[config.mk]
export PLATFORM = sky130hd
export DESIGN_NAME = mux_sel_sched
export DESIGN_NICKNAME = d
export VERILOG_FILES = /design/src/rtl/mux_sel_sched.sv
export SDC_FILE = /design/constraint.sdc
export NUM_CORES = 1
export LEC_CHECK = 0
export ABC_AREA = 0
export BUFFER_PORTS_ARGS = -buffer_cell sky130_fd_sc_hd__buf_2
export CAP_MARGIN = 20
export CORE_MARGIN = 5
export CORE_UTILIZATION = 25
export CTS_BUF_LIST = sky130_fd_sc_hd__clkbuf_4
export CTS_CLUSTER_SIZE = 25
export DETAILED_ROUTE_END_ITERATION = 12
export RECOVER_POWER = 25
export SLEW_MARGIN = 20
export SYNTH_ARGS = -nofsm -noshare
export SYNTH_HDL_FRONTEND = slang
export SYNTH_SLANG_ARGS = --single-unit
[constraint.sdc]
create_clock -name clk -period 6.6 [get_ports clk]
set_clock_uncertainty 0.2 [all_clocks]
set_input_delay 0 -clock clk [delete_from_list [all_inputs] [get_ports clk]]
set_output_delay 0 -clock clk [all_outputs]
set_load 0.01 [all_outputs]
[src/rtl/mux_sel_sched.sv]
// mux_sel_sched: glitch-free select sequencer for an N_IN:1 mux tree.
// A select change gates the tree output, waits for in-flight edges to drain,
// switches sel, waits for the mux delay to settle, then ungates and acks.
// An optional sweep mode steps sel through every input with a dwell gap.
module mux_sel_sched #(
  parameter int N_IN       = 16,
  parameter int SEL_W      = $clog2(N_IN),
  parameter int GATE_CYC   = 4,
  parameter int SETTLE_CYC = 8,
  parameter int CNT_W      = 8
) (
  input  logic             clk,
  input  logic             rst,
  input  logic             req_valid,
  input  logic [SEL_W-1:0] req_sel,
  output logic             req_ready,
  input  logic             sweep_en,
  input  logic [CNT_W-1:0] dwell,
  output logic [SEL_W-1:0] sel,
  output logic             gate_en,
  output logic             busy,
  output logic             done,
  output logic             err
);

  if (N_IN < 2 || GATE_CYC < 1 || SETTLE_CYC < 1 ||
      GATE_CYC > (1 << CNT_W) || SETTLE_CYC > (1 << CNT_W)) begin : g_param_err
    $error("mux_sel_sched: illegal N_IN/GATE_CYC/SETTLE_CYC/CNT_W combination");
  end

  typedef enum logic [1:0] {
    IDLE   = 2'd0,
    GATE   = 2'd1,
    SETTLE = 2'd2
  } state_t;

  // counters are loaded with (cycles - 1) so the phase ends on the cnt==0 edge
  localparam logic [CNT_W-1:0] GATE_LD   = CNT_W'(GATE_CYC - 1);
  localparam logic [CNT_W-1:0] SETTLE_LD = CNT_W'(SETTLE_CYC - 1);

  state_t           state, state_n;
  logic [CNT_W-1:0] cnt, cnt_n;
  logic [CNT_W-1:0] dcnt, dcnt_n;
  logic [SEL_W-1:0] tgt, tgt_n;
  logic [SEL_W-1:0] sel_n;
  logic             gate_n, ready_n, busy_n, done_n, err_n;

  logic [SEL_W-1:0] sel_inc;
  logic [CNT_W:0]   dwell_eff;
  logic [CNT_W:0]   dcnt_inc;
  logic             sweep_fire;
  logic             acc_valid;
  logic [SEL_W-1:0] acc_sel;

  // next sweep target wraps from the last input back to 0
  assign sel_inc    = (sel == SEL_W'(N_IN - 1)) ? '0 : sel + SEL_W'(1);
  // a dwell of 0 behaves as 1 so the sweep never stalls
  assign dwell_eff  = (dwell == '0) ? (CNT_W+1)'(1) : {1'b0, dwell};
  assign dcnt_inc   = {1'b0, dcnt} + (CNT_W+1)'(1);
  assign sweep_fire = sweep_en && !req_valid && (dcnt_inc >= dwell_eff);

  // next-state and registered-output decode
  always_comb begin
    state_n   = state;
    cnt_n     = cnt;
    dcnt_n    = dcnt;
    tgt_n     = tgt;
    sel_n     = sel;
    gate_n    = gate_en;
    ready_n   = req_ready;
    busy_n    = busy;
    done_n    = 1'b0;
    err_n     = 1'b0;
    acc_valid = 1'b0;
    acc_sel   = req_sel;
    case (state)
      IDLE: begin
        if (!req_ready) begin
          // first edge out of reset only opens the handshake
          ready_n = 1'b1;
        end else begin
          if (req_valid) begin
            // external request wins over a pending sweep step
            acc_valid = 1'b1;
            acc_sel   = req_sel;
            dcnt_n    = '0;
          end else if (sweep_en) begin
            if (sweep_fire) begin
              acc_valid = 1'b1;
              acc_sel   = sel_inc;
              dcnt_n    = '0;
            end else begin
              dcnt_n = dcnt_inc[CNT_W-1:0];
            end
          end else begin
            dcnt_n = '0;
          end
          if (acc_valid) begin
            if ({1'b0, acc_sel} >= (SEL_W+1)'(N_IN)) begin
              err_n = 1'b1;
            end else if (acc_sel == sel) begin
              done_n = 1'b1;
            end else begin
              state_n = GATE;
              tgt_n   = acc_sel;
              gate_n  = 1'b0;
              busy_n  = 1'b1;
              ready_n = 1'b0;
              cnt_n   = GATE_LD;
            end
          end
        end
      end
      GATE: begin
        if (cnt == '0) begin
          sel_n   = tgt;
          state_n = SETTLE;
          cnt_n   = SETTLE_LD;
        end else begin
          cnt_n = cnt - CNT_W'(1);
        end
      end
      SETTLE: begin
        if (cnt == '0) begin
          gate_n  = 1'b1;
          done_n  = 1'b1;
          busy_n  = 1'b0;
          ready_n = 1'b1;
          state_n = IDLE;
        end else begin
          cnt_n = cnt - CNT_W'(1);
        end
      end
      default: state_n = IDLE;
    endcase
  end

  // state and output registers with synchronous reset
  always_ff @(posedge clk) begin
    if (rst) begin
      state     <= IDLE;
      cnt       <= '0;
      dcnt      <= '0;
      tgt       <= '0;
      sel       <= '0;
      gate_en   <= 1'b1;
      req_ready <= 1'b0;
      busy      <= 1'b0;
      done      <= 1'b0;
      err       <= 1'b0;
    end else begin
      state     <= state_n;
      cnt       <= cnt_n;
      dcnt      <= dcnt_n;
      tgt       <= tgt_n;
      sel       <= sel_n;
      gate_en   <= gate_n;
      req_ready <= ready_n;
      busy      <= busy_n;
      done      <= done_n;
      err       <= err_n;
    end
  end

endmodule

# Yosys cells after proc, flatten, opt, wreduce, memory -nomap -nowiden

Index checks and enable logic that the tools add are counted.

Add/sub/neg operators: 3
Reductions and logical operators: 15
Bitwise gates (word level): 1
Mux-type cells: 45
$lt $le $gt $ge: 1
Eq/ne operators: 10

Operators with widths:

| operator                                             | count |
|---|---|
| 2-to-1 mux 8 bit                                     | 9 |
| 2-to-1 mux 4 bit                                     | 6 |
| case mux 8 bit (3 select lines)                      | 1 |
| 2-to-1 mux 1 bit                                     | 19 |
| logical NOT 8 bit                                    | 2 |
| AND reduction 5 bit                                  | 3 |
| != test 2 bit (second input constant)                | 6 |
| 2-to-1 mux 2 bit                                     | 5 |
| adder 8 x 1 -> 9 bit (second input constant)         | 1 |
| greater-or-equal comparator 9 x 8 -> 1 bit           | 1 |
| case mux 1 bit (2 select lines)                      | 4 |
| subtractor 8 x 1 -> 8 bit (second input constant)    | 1 |
| case mux 2 bit (3 select lines)                      | 1 |
| AND reduction 2 bit                                  | 3 |
| adder 4 x 1 -> 4 bit (second input constant)         | 1 |
| equality test 4 bit                                  | 1 |
| equality test 4 bit (second input constant)          | 1 |
| AND reduction 4 bit                                  | 1 |
| nonzero test 3 bit                                   | 1 |
| equality test 2 x 1 -> 1 bit (second input constant) | 1 |
| equality test 2 bit (second input constant)          | 1 |
| logical AND 1 bit                                    | 2 |
| logical NOT 2 bit                                    | 1 |
| nonzero test 2 bit                                   | 1 |
| other kinds (2)                                      | 2 |

Logic and storage cells: 84
Flip-flop bits (word level): 30
Input port bits: 16
Output and inout port bits: 9

# Depth between registers and ports, before layout

Gate-level depths: netlist (run 1).

Depth after elaboration: 14
Gate-level depth with buffers: 12

# Worst setup path after synthesis (run 1)

Ideal clock, no wire load.

Path kind: register -> register
Start: register dcnt[2]
End: register cnt[2]
Path slack: 3.601 ns
Buffers on the path: 1
Stages on the path, launching flop included: 13
Arrival time: 2.682 ns
Data required time: 6.283 ns
Cell sequence: dfxtp_1 nand3_1 nor2_1 nand3_1 xnor2_1 ha_1 and3_1 o211ai_1 o221ai_2 a21boi_1 buf_2 or3_1 a32o_1

Word-level cells in the longest chain between the ends: 11
Elaborated cells on any way between the ends: 17
Classes of those cells: 1 x add/sub; 1 x order compare; 3 x eq/ne; 10 x mux; 2 x reduce/logical

Ends and longest elaborated chain:

| what                                         | RTL line | RTL |
|---|---|---|
| from (decl)                                  | 43       | `logic [CNT_W-1:0] dcnt, dcnt_n;` |
| from (signal assigned)                       | 154      | `dcnt <= dcnt_n;` |
| adder 8 x 1 -> 9 bit *                       | 59       | `assign dcnt_inc = {1'b0, dcnt} + (CNT_W+1)'(1);` |
| greater-or-equal comparator 9 x 8 -> 1 bit * | 60       | `assign sweep_fire = sweep_en && !req_valid && (dcnt_inc >= dwell_eff);` |
| logical AND 1 bit *                          | 60       |  |
| 2-to-1 mux 4 bit                             | 88       | `if (sweep_fire) begin` |
| 2-to-1 mux 4 bit                             | 87       | `end else if (sweep_en) begin` |
| 2-to-1 mux 4 bit                             | 82       | `if (req_valid) begin` |
| 2-to-1 mux 4 bit                             | 78       | `if (!req_ready) begin` |
| 2-to-1 mux 4 bit                             | 76       | `case (state)` |
| equality test 4 bit                          | 101      | `end else if (acc_sel == sel) begin` |
| != test 2 bit (no line)                      | n/a      |  |
| AND reduction 5 bit (no line) *              | n/a      |  |
| to (signal assigned)                         | 153      | `cnt <= cnt_n;` |
| to (decl)                                    | 42       | `logic [CNT_W-1:0] cnt, cnt_n;` |

Every way passes the cells marked *; elsewhere a longest branch is shown, timed or not. The select of a mux whose other input is x is not followed.
A chain may end at the register's enable or synchronous reset.

# Worst setup path in the final report (run 1)

Start: register dcnt[2]
End: register tgt[0]

Word-level cells in the longest chain between the ends: 11
Elaborated cells on any way between the ends: 16
Classes of those cells: 1 x add/sub; 1 x order compare; 1 x eq/ne; 10 x mux; 1 x bitwise; 2 x reduce/logical

Ends and longest elaborated chain:

| what                                         | RTL line | RTL |
|---|---|---|
| adder 8 x 1 -> 9 bit *                       | 59       |  |
| greater-or-equal comparator 9 x 8 -> 1 bit * | 60       |  |
| logical AND 1 bit *                          | 60       |  |
| 2-to-1 mux 4 bit                             | 88       |  |
| 2-to-1 mux 4 bit                             | 87       |  |
| 2-to-1 mux 4 bit                             | 82       |  |
| 2-to-1 mux 4 bit                             | 78       |  |
| 2-to-1 mux 4 bit                             | 76       |  |
| equality test 4 bit                          | 101      |  |
| inverter 1 bit (no line)                     | n/a      |  |
| AND reduction 4 bit (no line)                | n/a      |  |
| to (signal assigned)                         | 155      | `tgt <= tgt_n;` |
| to (decl)                                    | 44       | `logic [SEL_W-1:0] tgt, tgt_n;` |

Marked as above.

==> key figures, run 1 <==
STA
  • F_max: 272 MHz
  • Final setup vio count: 0
  • Fin Setup TNS: 0 ps
  • Period utilization: 55.7%
  • Worst-Margin Slew: 1080 ps
  • Worst rel slew slack: 27.3%
  • Hold Violations, Final: 0
  • Final slew viol count: 0
  • Fin crit period: 3670 ps
  • RSZ-0062 raised after global routing: no

Place
  • PortBufs: 23
  • DP Wirelength: 3490 µm
  • Placer congestion estimate: 0.767

Synth
  • Seq cells post-synth: 30
  • Synth warn: 0
  • Mapped Cells: 240
  • Post-synth top area cell: dfxtp_1
  • Post-synth top cells: 30 x dfxtp_1, 24 x nor2_1, 17 x inv_1, 15 x a21oi_1, 15 x ha_1
  • Number of synthesized flops with an enable pin: 0
  • Post-Synth XOR/XNOR Area: 4.87%
  • Post-synth ARST share: 0%
  • Mapped Area: 0.00198 mm²
  • Largest cells by area after synthesis: dfxtp_1 30%, ha_1 9.5%, nor2_1 4.6%
  • Count leader, synth: dfxtp_1
  • Post-synthesis compound-gate area fraction: 24.0%
  • Mux cell area share after synthesis: 4.80%
  • Yosys cell types: 56
  • Most used flip-flop cell after synthesis: dfxtp_1
  • Syn avg cell area: 8.25 µm²
  • Post-synthesis simple-gate area fraction: 20.9%
  • Synth Area in Adders: 9.48%
  • Seq/Total Area, Yosys: 30.3%
  • Synth top area share: 30.3%
  • Syn nets: 271
  • Largest family of logic cells by synthesized area: compound AO/OA/AOI/OAI gates

Clock network
  • CTS tree: yes
  • Max Root-Sink Buffers: 2
  • CTS sink cnt: 30
  • Post-CTS sizing: 0
  • Root Buffer: clkbuf_4
  • H-tree lvl count: 2
  • CTS buffer count: 5
  • Clk pin slew, worst setup/hold paths: 100 ps
  • Worst skew pair latency: 340 ps

Global routing
  • Initial antenna violation count: 0
  • Grt peak-use layer: met2
  • Met1 GRT Util: 12.2%
  • Vias in the first global route: 1742
  • Pin count of the biggest net entering global routing: 30
  • Total GRT Usage: 9.63%
  • Met3 GRT Util: 3.40%
  • GRT overflow: 0
  • Met2 Use GR: 15.7%
  • First-pass GRT wire length: 7890 µm

Worst setup path
  • Worst Setup SP: dcnt[2]
  • Worst R2R Start: dcnt[2]
  • CP Class: reg -> reg
  • Worst Path Arrival: 3690 ps
  • RR Endpoint: tgt[0]
  • R2R depth: 12
  • Crit-path max FO: 5
  • CP Launch Type: flip-flop
  • Crit path to: tgt[0]
  • R2R setup slack: 2930 ps
  • CP Capture Type: flip-flop
  • Required @ worst endpoint: 6620 ps

Power
  • Flop pwr share: 47.4%
  • Sw Share: 33.5%
  • Pwr Density: 182 mW/mm²
  • NetSw: 0.142 mW
  • Leak: 0.977 nW
  • Int Pwr: 0.282 mW
  • Clock power frac: 25.1%
  • Total power: 0.424 mW
  • Peak VDD IR: 0.0535 mV
  • Logic gate share of total power: 27.5%

Finish
  • Synth-to-layout area growth: 17.7%
  • Layout Nets: 302
  • Share of layout cells above drive strength 1: 12.1%
  • FILL cells: 829

Routing
  • Post-route ant nets: 0
  • Total number of vias: 1843
  • Wirelength, routed: 4710 µm
  • Drt via density: 4.91
  • DRC viols: 0
  • DR pass1 iterations: 4
  • Initial DRC Count: 83
  • Routed WL per cell: 12.5 µm

Worst hold path
  • Hold WC Path Type: in -> reg
  • Hold depth: 5

Die
  • DIE HEIGHT: 99.0 µm
  • Die area: 0.00980 mm²
  • Ports: 25
  • FP Rows: 32
  • Die Wd: 99.0 µm
  • Core ar.: 0.00773 mm²
  • Initial core utilization: 25.6%

Job
  • Max-cap check violation count: 0

Status
  • Outcome: finished clean
[layout make-up]
class | count | area (µm²) | area share, %
flip-flops and latches | 30 | 601 | 25.8
well taps | 102 | 128 | 5.48
inverters | 17 | 63.8 | 2.74
clock inverters | 2 | 8.76 | 0.376
diodes | 1 | 2.50 | 0.107
multi-input cells | 183 | 1270 | 54.4
clock buffers | 6 | 45.0 | 1.93
repair buffers | 34 | 215 | 9.24
[metrics by stage]
| step | instances | setup WS [ps] | hold slack [ps] | instance area [µm²] | util, % |
|---|---|---|---|---|---|
| 2_1_floorplan | 240 | 3600 | -21.8 | 1980 | - |
| 3_3_place_gp | 355 | 3100 | 130 | 2180 | 28.2 |
| 3_5_place_dp | 355 | 3060 | 132 | 2180 | 28.2 |
| 4_1_cts | 374 | 2930 | 160 | 2340 | 30.3 |
| 5_1_grt | 374 | 2650 | 175 | 2330 | 30.1 |
| 6_report | 375 | 2930 | 173 | 2330 | 30.1 |
[worst min path at each step]
stage	endpoint	slack (ps)	from
CTS	state[0]	160	sweep_en
global route	state[0]	170	sweep_en
detailed placement	done	130	req_valid
global placement	done	130	req_valid
finish	state[0]	170	sweep_en
floorplan	done	-20	req_valid
[sequential cells by signal, summed over array words and instances (netlist names)]
signal     cells
gate_en        1
tgt            4
cnt            8
busy           1
state          2
sel            4
req_ready      1
dcnt           8
done           1
[placed cells by master, fill, tap and decap left out, types with 4 or more instances in the layout]
| master | instances |
|---|---|
| mux2i_1 | 5 |
| dlygate4sd3_1 | 11 |
| a21oi_1 | 15 |
| or3_1 | 5 |
| buf_2 | 15 |
| ha_1 | 15 |
| xnor2_1 | 4 |
| nor3_1 | 8 |
| clkbuf_1 | 8 |
| nand2_1 | 14 |
| nor2_1 | 24 |
| dfxtp_1 | 30 |
| inv_1 | 17 |
| mux2_2 | 4 |
| clkbuf_4 | 6 |
| o21ai_0 | 13 |
| a22oi_1 | 7 |
| nand3_1 | 10 |
| xor2_1 | 7 |
[critical path: stages, from the launching register on]
cell and delay, ps:
dfxtp_1 410, nand3_1 190, nor2_1 310, nand3_1 130, xnor2_1 160, ha_1 320, and3_1 180, o211ai_1 150
o22ai_1 340, mux2_2 390, mux2i_1 130, nor2_1 60, dlygate4sd3_1 580
[power groups by stage]
stage	logic (mW)	registers, mW	clock network, mW
2_1_floorplan	0.0832	0.204	0
3_3_place_gp	0.111	0.205	0
3_5_place_dp	0.113	0.205	0
4_1_cts	0.119	0.201	0.111
5_1_grt	0.131	0.202	0.119
6_report	0.117	0.201	0.106
[layer usage]
layer / vias to the layer above / routed length, µm / share of wire (%)
met5: - / 0 / 0
met4: 0 / 36 / 0.77
met3: 4 / 244 / 5.2
met2: 38 / 2190 / 47
met1: 862 / 2230 / 47
li1: 939 / - / -
[what timing repair did]
| item | 4_1_cts | 5_1_grt |
|---|---|---|
| setup buffers | 0 | 0 |
| hold buffers | 11 | 0 |
| endpoints found under the hold margin | 20 | 0 |
[cells by family (layout without fill, tap and decap cells)]
logic type	after synthesis	after routing
buf+inv	27	59
mux	9	9
simple gates	81	81
fa+ha+maj	15	15
other cells	1	2
xor+xnor	11	11
compound gates	66	66
flops	30	30
(Power assumes the default switching activity.)
==> run 2: changes to the inputs <==
clock period = 3.59 ns   (was 6.6 ns; I/O delays follow)
==> key figures, run 2 (synthesized netlist as in run 1, its figures left out) <==
Clock network
  • Max Root-Sink Buffers: 2 (unchanged)
  • Setup Buffers After CTS: 0 (unchanged)
  • Root Buffer: clkbuf_4
  • CTS tree: yes
  • Clk pin slew, worst setup/hold paths: 100 ps (about the same)
  • CTS buffer count: 5 (unchanged)
  • H-tree lvl count: 2 (unchanged)
  • Worst skew pair latency: 330 ps (about the same)
  • CTS sink cnt: 30 (unchanged)

Worst setup path
  • CP Launch Type: flip-flop
  • Critical path's slowest cell: or4_4
  • CP Capture Type: flip-flop
  • CP Class: reg -> reg
  • Worst Path Arrival: 3340 ps (-350 ps)
  • Critical path's largest stage delay: 580 ps (about the same)
  • Crit-path max FO: 11 (+6)
  • Crit path cell chain: nand3_1 > nor2_4 > nand3_1 > xnor2_1 > ha_1 > and3_1 > o211ai_1 > o221ai_2 > a21boi_2 > or4_4 > o41ai_1
  • CP bufs+invs: 0 (-1)
  • Cell mode on critical path: nand3_1
  • Top delay family on crit path: simple AND/OR/NAND/NOR gates
  • Required @ worst endpoint: 3630 ps (-2990 ps)

STA
  • F_max: 302 MHz (+11%)
  • Fin crit period: 3310 ps (-368 ps)
  • Hold Violations, Final: 0 (unchanged)
  • Period utilization: 92.1% (+36 points)
  • Final setup vio count: 0 (unchanged)
  • Worst rel slew slack: 28.3% (+1.0 points)
  • Final slew viol count: 0 (unchanged)
  • Worst-Margin Slew: 1070 ps (-15.3 ps)
  • PnR worst setup slack: 283 ps (-2640 ps)

Global routing
  • Met3 GRT Util: 3.11% (-0.28 points)
  • Pin count of the biggest net entering global routing: 30 (unchanged)
  • Vias in the first global route: 1584 (-9.1%)
  • First-pass GRT wire length: 7270 µm (-7.9%)
  • Initial antenna violation count: 0 (unchanged)
  • Total GRT Usage: 8.95% (-0.68 points)
  • GRT overflow: 0 (unchanged)
  • Met2 Use GR: 13.8% (-1.8 points)
  • Met1 GRT Util: 11.8% (-0.44 points)
  • Grt peak-use layer: met2

Die
  • DIE HEIGHT: 99.0 µm (unchanged)
  • Core ar.: 0.00773 mm² (unchanged)
  • Initial core utilization: 25.6% (unchanged)
  • Ports: 25 (unchanged)
  • FP Rows: 32 (unchanged)
  • Die area: 0.00980 mm² (unchanged)
  • Die Wd: 99.0 µm (unchanged)

Routing
  • DR pass1 iterations: 4 (unchanged)
  • Routed WL per cell: 12.2 µm (-2.4%)
  • Wirelength, routed: 4530 µm (-3.7%)
  • Total number of vias: 1812 (-1.7%)
  • DRC viols: 0 (unchanged)
  • Post-route ant nets: 0 (unchanged)
  • Drt via density: 4.90 (-0.35%)
  • Initial DRC Count: 79 (-4.8%)

Finish
  • Share of layout cells above drive strength 1: 13.1% (+0.93 points)
  • Top flop regs: cnt: 8 flops, dcnt: 8 flops
  • Area occupied by multi-input gates: 0.00128 mm² (+0.89%)
  • Commonest non-fill, non-tap cell in the layout: dfxtp_1
  • Most frequent cells in the layout: 30 x dfxtp_1, 23 x nor2_1, 17 x inv_1
  • Reg area: 601 µm² (unchanged)
  • Layout Nets: 298 (-1.3%)
  • Ant diodes: 0 (-1)
  • FILL cells: 815 (-1.7%)
  • Synth-to-layout area growth: 16.1%

Power
  • Pwr Density: 339 mW/mm² (+87%)
  • Total power: 0.780 mW (+84%)
  • Leak: 0.951 nW (-2.6%)
  • Peak VDD IR: 0.116 mV (+120%)

Place
  • Dpl ws: 81.4 ps (-2980 ps)
  • Placer congestion estimate: 0.816 (+6.4%)
  • PortBufs: 23 (unchanged)
  • DP Wirelength: 3380 µm (-2.9%)

Job
  • Max-cap check violation count: 0 (unchanged)

Worst hold path
  • Hold WC Path Type: in -> reg

Status
  • Outcome: finished clean
==> run 2: cell count changes in the layout (fill, tap and decap cells not counted) <==
cell	delta
a21boi_2	+1
nor2_1	-1
a21boi_1	-1
diode_2	-1
nor2_4	+1
dlygate4sd3_1	-4
==> run 2: layout make-up <==
| class | instances | share of cell area (%) |
|---|---|---|
| Tap cell | 102 | 5.55 |
| Clock buffer | 6 | 1.96 |
| Multi-Input combinational cell | 183 | 55.6 |
| Sequential cell | 30 | 26.1 |
| Timing Repair Buffer | 30 | 7.62 |
| Inverter | 17 | 2.78 |
| Clock inverter | 2 | 0.381 |
==> run 2: what timing repair did <==
action,in CTS,in global routing
setup endpoints to repair,0,9
hold buffers,7,0
endpoints found under the hold margin,20,0
gates resized for setup,0,3
==> run 2: metrics by stage <==
stage	hold WS [ps]	area [µm²]	instances	util [%]	TNS [ps]
after floorplan	-21.8	1980	240	-	0
after global placement	131	2180	355	28.2	0
after detailed placement	132	2180	355	28.2	0
after CTS	138	2300	370	29.8	0
after global routing	187	2300	370	29.7	-0.123
final	154	2300	370	29.7	0
==> run 2: report_power, final <==
group          total, mW  switching (mW)  internal [mW]
registers          0.370          0.0193          0.350
clock network      0.200           0.119         0.0810
logic              0.210           0.126         0.0836
total              0.780           0.265          0.515
==> run 2: per-layer routing <==
metal  share of wire, %  wire length, µm
met5                  0                0
met4               0.97               44
met3                4.7              211
met2                 44             1990
met1                 50             2280
==> run 2: final timing paths <==
check	slack (ps)	to	cells past startpoint	start
worst min register to register	270	sel[2]	2	tgt[2]
worst max-delay path	280	cnt[5]	11	dcnt[2]
worst min-delay path	150	state[0]	5	sweep_en
worst max register to register	280	cnt[5]	11	dcnt[2]
==> run 2: worst min-delay path, cell delays in order <==
cell and delay [ps]:
buf_2 100, nand2b_1 120, o221a_2 240, or3_1 110
a21oi_1 60
==> run 3: changes to the inputs <==
clock period = 3.4 ns   (was 3.59 ns; I/O delays follow)
==> key figures, run 3 (synthesized netlist as in run 1, its figures left out) <==
Finish
  • Commonest non-fill, non-tap cell in the layout: dfxtp_1
  • Most frequent cells in the layout: 29 x dfxtp_1, 24 x nor2_1, 17 x inv_1
  • Share of layout cells above drive strength 1: 16.5% (+3.4 points)
  • Layout Nets: 303 (+1.7%)
  • Synth-to-layout area growth: 20.5%
  • Ant diodes: 0 (unchanged)
  • Reg area: 602 µm² (+0.21%)
  • Area occupied by multi-input gates: 0.00130 mm² (+2.0%)
  • FILL cells: 819 (+0.49%)
  • Top flop regs: cnt: 8 flops, dcnt: 8 flops
  • Final std cells w/o fill: 375 (+1.4%)

Worst setup path
  • CP Class: reg -> reg
  • R2R depth: 12 (+1)
  • CP Capture Type: flip-flop
  • CP Launch Type: flip-flop
  • Crit-path max FO: 3 (-8)
  • Required @ worst endpoint: 3440 ps (-190 ps)
  • Worst Path Arrival: 3300 ps (-40 ps)

Clock network
  • CTS buffer count: 5 (unchanged)
  • Root Buffer: clkbuf_4
  • Clk pin slew, worst setup/hold paths: 100 ps (about the same)
  • Worst skew pair latency: 340 ps (about the same)
  • Setup Buffers After CTS: 0 (unchanged)
  • H-tree lvl count: 2 (unchanged)
  • CTS tree: yes
  • Max Root-Sink Buffers: 2 (unchanged)
  • CTS sink cnt: 30 (unchanged)

Power
  • Flop pwr share: 42.8% (-4.6 points)
  • Peak VDD IR: 0.163 mV (+41%)
  • Pwr Density: 382 mW/mm² (+13%)
  • Sw Share: 32.2% (-1.7 points)
  • Clock power frac: 31.5% (+5.8 points)
  • Int Pwr: 0.618 mW (+20%)
  • NetSw: 0.294 mW (+11%)
  • Total power: 0.913 mW (+17%)
  • Leak: 1.01 nW (+6.7%)
  • Logic gate share of total power: 25.7% (-1.2 points)

Routing
  • Post-route ant nets: 0 (unchanged)
  • Initial DRC Count: 69 (-13%)
  • DRC viols: 0 (unchanged)
  • Routed WL per cell: 13.0 µm (+6.0%)
  • DR pass1 iterations: 4 (unchanged)
  • Total number of vias: 1856 (+2.4%)
  • Drt via density: 4.95 (+1.1%)
  • Met2 wire length: 2250 µm (+13%)
  • Met3 WL: 274 µm (+30%)
  • Wirelength, routed: 4870 µm (+7.4%)
  • M1 WL: 2290 µm (+0.31%)
  • Top Layer Used: met4

STA
  • Hold Violations, Final: 0 (unchanged)
  • Final slew viol count: 0 (unchanged)
  • Final setup vio count: 0 (unchanged)
  • Period utilization: 95.8% (+3.7 points)
  • F_max: 307 MHz (+1.6%)
  • Worst rel slew slack: 61.1% (+33 points)
  • Fin crit period: 3260 ps (-50.6 ps)
  • Worst-Margin Slew: 584 ps (-483 ps)
  • RSZ-0062 raised after global routing: no

Die
  • Initial core utilization: 25.6% (unchanged)
  • Die Wd: 99.0 µm (unchanged)
  • Ports: 25 (unchanged)
  • Core ar.: 0.00773 mm² (unchanged)
  • DIE HEIGHT: 99.0 µm (unchanged)
  • Die area: 0.00980 mm² (unchanged)
  • FP Rows: 32 (unchanged)

Global routing
  • First-pass GRT wire length: 8110 µm (+12%)
  • GRT overflow: 0 (unchanged)
  • Initial antenna violation count: 0 (unchanged)
  • Pin count of the biggest net entering global routing: 30 (unchanged)
  • Vias in the first global route: 1791 (+13%)
  • Total GRT Usage: 9.91% (+0.95 points)

Place
  • DP Wirelength: 3470 µm (+2.7%)
  • PortBufs: 23 (unchanged)
  • DP Cell Count: 360 (+1.4%)
  • Placer congestion estimate: 0.817 (about the same)

Job
  • Max-cap check violation count: 0 (unchanged)

Worst hold path
  • Hold WC Path Type: in -> reg
  • Hold depth: 5 (unchanged)

Status
  • Outcome: finished clean
==> run 3: path summary, 6_finish.rpt <==
check,startpoint,end,slack [ps]
setup / recovery,dcnt[1],cnt[0],140
hold / removal,sweep_en,state[0],170
setup reg to reg,dcnt[1],cnt[0],140
hold reg to reg,tgt[2],sel[2],290
==> run 3: layout make-up <==
type                       instances  share of cell area [%]
timing repair buffer              35                    8.91
clock buffer                       5                    1.57
multi-input combinational        183                    54.6
clock inverter                     3                    1.68
inverter                          17                    2.67
tap                              102                    5.35
sequential                        30                    25.2
==> run 3: power groups by stage <==
stage	clock network [mW]	registers [mW]	logic, mW
2_1_floorplan	0	0.395	0.161
3_3_place_gp	0	0.397	0.224
3_5_place_dp	0	0.397	0.226
4_1_cts	0.296	0.389	0.234
5_1_grt	0.310	0.394	0.265
6_report	0.287	0.390	0.235
==> run 3: critical path, stage by stage (launching register included) <==
cell      delay (ps)
dfxtp_1          370
ha_2             210
and4_1           240
nand2_1          100
xnor2_2          150
ha_1             310
a21o_1           170
a221oi_2         290
buf_4            180
o221a_2          210
o21ai_0          170
a31o_2           300
a221oi_1         270
==> run 3: metal layers <==
layer / up-vias / track usage, %
li1: 943 / -
met1: 865 / 12.5
met2: 43 / 16.2
met3: 5 / 3.33
met4: 0 / 2.52
met5: - / 0
==> run 3: stage by stage <==
step | util (%) | TNS (ps) | instance area [µm²] | worst slack (ps) | hold slack, ps
after floorplan | - | 0 | 1980 | 401 | -21.8
after detailed placement | 28.7 | -26.1 | 2220 | -15.6 | 129
after global routing | 30.9 | 0 | 2390 | 26.6 | 167
final | 30.9 | 0 | 2390 | 143 | 165
after CTS | 30.6 | 0 | 2370 | 156 | 152
after global placement | 28.7 | 0 | 2220 | 77.5 | 130
==> run 3: what timing repair did <==
| item | in CTS | in global routing |
|---|---|---|
| hold buffers | 7 | 0 |
| resized for setup | 1 | 6 |
| setup endpoints to repair | 1 | 4 |
| cloned | 0 | 0 |
| pin swaps | 0 | 1 |
| endpoints found under the hold margin | 20 | 0 |
